<file path="src/rtl/ex_mul_pkg.sv">
// ex_mul_pkg: shared definitions for the iterative shift-add multiplier.
//   state_t     : FSM encoding (IDLE, BUSY, DONE)
//   DEF_WIDTH   : default operand/result width
//   cnt_width() : step-counter width for a given operand width, clog2(w+1)
//   CNT_W       : step-counter width for DEF_WIDTH
package ex_mul_pkg;

  localparam int DEF_WIDTH = 32;

  function automatic int cnt_width(input int w);
    return $clog2(w + 1);
  endfunction

  localparam int CNT_W = cnt_width(DEF_WIDTH);

  typedef enum logic [1:0] {
    IDLE = 2'b00,
    BUSY = 2'b01,
    DONE = 2'b10
  } state_t;

endpackage

</file>
<file path="src/rtl/ex_mul_dp.sv">
// ex_mul_dp: operand, accumulator and step-counter registers of the
// shift-add multiplier, plus the result/destination output registers.
// Ports:
//   clk, rst      : clock, asynchronous active-high reset
//   load          : capture operands and destination, clear acc, counter=WIDTH
//   step          : perform one shift-add step
//   rs_data       : multiplicand
//   rt_data       : multiplier
//   rd_addr       : destination register to pair with the product
//   last          : counter is 1, the current step is the final one
//   result        : low WIDTH bits of the most recent completed product
//   rd_result     : destination register paired with result
module ex_mul_dp
  import ex_mul_pkg::*;
#(
  parameter int WIDTH = DEF_WIDTH
) (
  input  logic             clk,
  input  logic             rst,
  input  logic             load,
  input  logic             step,
  input  logic [WIDTH-1:0] rs_data,
  input  logic [WIDTH-1:0] rt_data,
  input  logic [4:0]       rd_addr,
  output logic             last,
  output logic [WIDTH-1:0] result,
  output logic [4:0]       rd_result
);

  localparam int CW = cnt_width(WIDTH);

  logic [WIDTH-1:0] mcand;
  logic [WIDTH-1:0] mplier;
  logic [WIDTH-1:0] acc;
  logic [WIDTH-1:0] acc_next;
  logic [CW-1:0]    cnt;
  logic [4:0]       rd_lat;

  // Accumulator is only WIDTH bits wide, so the sum wraps modulo 2^WIDTH and
  // the low word is correct for signed and unsigned operands alike.
  assign acc_next = mplier[0] ? (acc + mcand) : acc;
  assign last     = (cnt == CW'(1));

  always_ff @(posedge clk or posedge rst) begin
    if (rst) begin
      mcand     <= '0;
      mplier    <= '0;
      acc       <= '0;
      cnt       <= '0;
      rd_lat    <= '0;
      result    <= '0;
      rd_result <= '0;
    end else if (load) begin
      mcand  <= rs_data;
      mplier <= rt_data;
      rd_lat <= rd_addr;
      acc    <= '0;
      cnt    <= CW'(WIDTH);
    end else if (step) begin
      acc    <= acc_next;
      mcand  <= mcand << 1;
      mplier <= mplier >> 1;
      cnt    <= cnt - CW'(1);
      // The final step publishes the finished sum directly, on the same edge
      // that moves the FSM into DONE.
      if (last) begin
        result    <= acc_next;
        rd_result <= rd_lat;
      end
    end
  end

endmodule

</file>
<file path="src/rtl/ex_mul_unit.sv">
// ex_mul_unit: multi-cycle MUL execution unit for the EX stage. A MUL held
// in ID_EX is captured, multiplied over WIDTH shift-add cycles while the
// front of the pipeline is stalled, and the product is presented with a
// one-cycle valid pulse.
// Ports:
//   clk_i      : clock (rising edge)
//   rst_i      : asynchronous active-high reset
//   start_i    : ID_EX holds a MUL this cycle
//   flush_i    : abort any multiply in progress
//   rs_data_i  : multiplicand
//   rt_data_i  : multiplier
//   rd_addr_i  : destination register of the MUL
//   stall_o    : hold PC, IF_ID and ID_EX
//   valid_o    : one-cycle pulse, product available
//   result_o   : low WIDTH bits of the product
//   rd_addr_o  : destination register paired with result_o
module ex_mul_unit
  import ex_mul_pkg::*;
#(
  parameter int WIDTH = DEF_WIDTH
) (
  input  logic             clk_i,
  input  logic             rst_i,
  input  logic             start_i,
  input  logic             flush_i,
  input  logic [WIDTH-1:0] rs_data_i,
  input  logic [WIDTH-1:0] rt_data_i,
  input  logic [4:0]       rd_addr_i,
  output logic             stall_o,
  output logic             valid_o,
  output logic [WIDTH-1:0] result_o,
  output logic [4:0]       rd_addr_o
);

  state_t state;
  state_t state_next;
  logic   load;
  logic   step;
  logic   last;

  always_ff @(posedge clk_i or posedge rst_i) begin
    if (rst_i) begin
      state <= IDLE;
    end else begin
      state <= state_next;
    end
  end

  always_comb begin
    state_next = state;
    load       = 1'b0;
    step       = 1'b0;
    unique case (state)
      IDLE: begin
        if (start_i && !flush_i) begin
          load       = 1'b1;
          state_next = BUSY;
        end
      end
      BUSY: begin
        if (flush_i) begin
          state_next = IDLE;
        end else begin
          step = 1'b1;
          if (last) begin
            state_next = DONE;
          end
        end
      end
      // start_i is ignored here: the MUL just completed is still sitting in
      // ID_EX during this cycle and must not be re-issued.
      DONE: state_next = IDLE;
      default: state_next = IDLE;
    endcase
  end

  assign stall_o = !rst_i && (((state == IDLE) && start_i && !flush_i) || (state == BUSY));

  // A flush arriving in the DONE cycle suppresses the pulse.
  assign valid_o = (state == DONE) && !flush_i;

  ex_mul_dp #(
    .WIDTH(WIDTH)
  ) u_dp (
    .clk       (clk_i),
    .rst       (rst_i),
    .load      (load),
    .step      (step),
    .rs_data   (rs_data_i),
    .rt_data   (rt_data_i),
    .rd_addr   (rd_addr_i),
    .last      (last),
    .result    (result_o),
    .rd_result (rd_addr_o)
  );

endmodule

</file>
<file path="config.mk">
export PLATFORM = sky130hd
export DESIGN_NAME = ex_mul_unit
export DESIGN_NICKNAME = d
export VERILOG_FILES = /design/src/rtl/ex_mul_pkg.sv /design/src/rtl/ex_mul_dp.sv /design/src/rtl/ex_mul_unit.sv
export SDC_FILE = /design/constraint.sdc
export NUM_CORES = 1
export LEC_CHECK = 0
export ABC_AREA = 1
export ABC_CLOCK_PERIOD_IN_PS = 5400
export CORE_ASPECT_RATIO = 0.5
export CORE_MARGIN = 5
export CORE_UTILIZATION = 50
export CTS_CLUSTER_SIZE = 25
export DETAILED_ROUTE_END_ITERATION = 16
export HOLD_SLACK_MARGIN = 0.03
export PLACE_DENSITY = 0.72
export SYNTH_ARGS = -nofsm -noshare
export SYNTH_HDL_FRONTEND = slang
export SYNTH_SLANG_ARGS = --single-unit
</file>
<file path="constraint.sdc">
create_clock -name clk_i -period 5.4 [get_ports clk_i]
set_input_delay 0.54 -clock clk_i [delete_from_list [all_inputs] [get_ports clk_i]]
set_output_delay 0.54 -clock clk_i [all_outputs]
set_load 0.01 [all_outputs]
</file>
==> metrics.md <==
| Metric | Value |
|---|---|
| Root Buffer | clkbuf_16 |
| Post-synthesis cell count | 1211 |
| Core Region | 16600 µm² |
| Total GRT Usage | 25.2% |
| CTS Hold Bufs | 0 |
| Top-count cell post-synth | nand2_1 |
| Type of the worst min-delay path | flip-flop to flip-flop |
| CTS Buf Count | 17 |
| Fmax | 349 MHz |
| Largest net degree at the start of global routing | 110 |
| Top cells by area, synth | dfrtp_1 42%, nand2_1 20%, nand3_1 8.8% |
| Die H | 103 µm |
| Synth Warn # | 0 |
| Top-level I/O count | 112 |
| Lkg Pwr | 5.53 nW |
| Diodes inserted | 0 |
| Initial DRC count | 464 |
| FP Rows | 33 |
| Final min period | 2.86 ns |
| Grt ovf | 0 |
| RSZ-0062 raised after global routing | no |
| Worst-case hold slack | 0.479 ns |
| Initial antenna violation count | 0 |
| Cell taking the most area after synthesis | dfrtp_1 |
| Post-Route WL | 24600 µm |
| CTS max path bufs | 2 |
| # H-tree levels | 4 |
| Port buffer count | 111 |
| Final design utilization | 62.9% |
| Number of synthesized flops with an enable pin | 0 |
| PD cells | 481 nW/µm² |
| Yosys reg bits | 146 |
| Top_reg_cell synth | dfrtp_1 |
| Mapped Avg Cell Area | 7.12 µm² |
| Worst path required time | 5.65 ns |
| DIE AREA | 20100 µm² |
| Synth Cell Area | 8620 µm² |
| M1 WL | 11900 µm |
| Via Count | 8141 |
| Clock sinks | 146 |
| Effective utilization at floorplan | 51.8% |
| Drc violations | 0 |
| Routed met3 length | 1280 µm |
| Global-route wire length before repair | 40300 µm |
| Slew @ Worst Pin | 0.971 ns |
| Fin. max-slew vios | 0 |
| PostCTS Resize Cnt | 0 |
| Max Fanout on Critical Path | 51 |
| Startpoint Class | input port |
| Final GP Congestion | 0.901 |
| Setup slack at placement | 2.09 ns |
| Synth cell count leaders | 464 x nand2_1, 177 x inv_1, 151 x nand3_1, 146 x dfrtp_1, 40 x nor2_1 |
| DR pass1 iterations | 5 |
| Nets | 1412 |
| Total power | 0.00504 W |
| Final setup fails | 0 |
| Max Clock Skew | 0.0153 ns |
| Met2 WL post-DR | 11200 µm |
| Synth top area share | 42.4% |
| Fin crit share | 53.0% |
| Clock latency on the worst-skew pair | 0.43 ns |
| Post-synth cell types | 32 |
| Slew margin rel. | 35.1% |
| Syn nets | 1318 |
| Outcome | finished clean |
| Worst Setup Path Type | input port to flip-flop |
| Top sig layer | met4 |
| Hold Violations, Final | 0 |
| Clk slew on worst S/H paths | 0.07 ns |
| Post-detailed-route count of antenna-violating nets | 0 |
| Sequential element share of the synthesized area | 42.4% |
| Share of cells above drive strength 1 | 4.86% |
| Drt wl/cell | 15.9 µm |
| Async set-or-reset flop fraction in the synthesized netlist | 100% |
| Worst VDD drop | 0.237 mV |
| Setup bufs post-CTS | 0 |
| Number of global-route vias before repair | 7949 |
| Critical path arrival | 3.11 ns |
| Syn-to-layout area delta | 21.4% |
| DPL Wire Length | 17800 µm |
| PnR worst setup slack | 2.54 ns |
| CTS tree | done |
| Routed vias/inst | 5.27 |
| Max-Cap Viols | 0 |
| CP endpoint kind | flip-flop |
| Fin Setup TNS | 0 ns |
| Chip Width | 196 µm |
[where the power goes]
part / internal (W) / switching, W
clock: 0.000611 / 0.000555
sequential: 0.00146 / 0.000264
combinational: 0.000856 / 0.00130
[cells by family (layout without fill, tap and decap cells)]
| family | after synthesis | after routing | share of synthesized area (%) |
|---|---|---|---|
| AO/OA/AOI/OAI | 105 | 105 | 7.86 |
| adder cells (fa/ha/maj) | 34 | 34 | 5.02 |
| AND/OR/NAND/NOR | 687 | 687 | 33.1 |
| XOR/XNOR | 15 | 15 | 1.52 |
| buffers and inverters | 224 | 331 | 10.1 |
| flip-flops | 146 | 146 | 42.4 |
[worst max-delay path: stages]
cell and delay [ns]:
clkdlybuf4s50_1 0.51, nor2_4 0.55, buf_4 0.47, nor2_2 0.10, inv_2 0.65, o221ai_1 0.24
[area by class of cell]
type                    count  area, µm²
clock buffers              17        425
clock inverters            15        140
repair buffers            118       1160
well taps                 227        284
multi-input cells         841       4120
inverters                 181        684
fillers                  1494       6170
flip-flops and latches    146       3650
[registers in the layout (all words and copies together), names as in the netlist]
signal          count
u_dp.cnt            6
u_dp.result        32
u_dp.rd_result      5
u_dp.rd_lat         5
u_dp.mplier        32
state               2
u_dp.mcand         32
u_dp.acc           32
[per-stage QoR]
stage               instance area, µm²  cells
floorplan                         8620   1211
global placement                  9900   1513
detailed placement                9900   1513
CTS                              10500   1545
global route                     10500   1545
finish                           10500   1545
[cells in the final DEF, fill, tap and decap left out, types with 2 or more instances in the layout]
| master | Yosys | layout |
|---|---|---|
| nor2_1 | 40 | 39 |
| o21ai_0 | 30 | 30 |
| xnor2_1 | 8 | 8 |
| or2_2 | 17 | 17 |
| inv_1 | 177 | 176 |
| nor3_1 | 8 | 8 |
| xor2_1 | 7 | 7 |
| dfrtp_1 | 146 | 146 |
| inv_6 | 0 | 6 |
| clkdlybuf4s50_1 | 0 | 111 |
| buf_4 | 1 | 7 |
| clkinv_4 | 0 | 2 |
| clkbuf_16 | 0 | 17 |
| nor4_4 | 1 | 2 |
| clkinv_2 | 0 | 2 |
| nand2_1 | 464 | 464 |
| ha_1 | 33 | 33 |
| inv_2 | 3 | 3 |
| o21ai_1 | 2 | 2 |
| nand3_1 | 151 | 151 |
| o22ai_1 | 10 | 10 |
| o211ai_1 | 4 | 4 |
| nand4_1 | 3 | 3 |
| o221ai_1 | 31 | 31 |
| inv_8 | 0 | 4 |
| o21bai_1 | 3 | 3 |
| a21oi_1 | 23 | 23 |
[routing by layer]
metal | track usage (%) | vias up
li1 | - | 4034
met1 | 35.9 | 3854
met2 | 41.0 | 226
met3 | 4.73 | 27
met4 | 4.72 | 0
met5 | 0 | -
[path summary, 6_finish.rpt]
check | start | to | slack [ns] | cells past startpoint
worst max-delay path | flush_i | u_dp.mplier[20]$_DFFE_PP0P_ | 2.54 | 6
max in group asynchronous | rst_i | u_dp.mcand[19]$_DFFE_PP0P_ | 3.60 | 3
min in group asynchronous | rst_i | state[0]$_DFFE_PP0P_ | 0.75 | 2
worst min-delay path | u_dp.rd_lat[1]$_DFFE_PP0P_ | u_dp.rd_result[1]$_DFFE_PP0P_ | 0.48 | 2
worst max register to register | state[1]$_DFFE_PP0P_ | u_dp.mplier[20]$_DFFE_PP0P_ | 2.61 | 7
worst min register to register | u_dp.rd_lat[1]$_DFFE_PP0P_ | u_dp.rd_result[1]$_DFFE_PP0P_ | 0.48 | 2
Note: power is estimated with default switching activity, not from simulation.
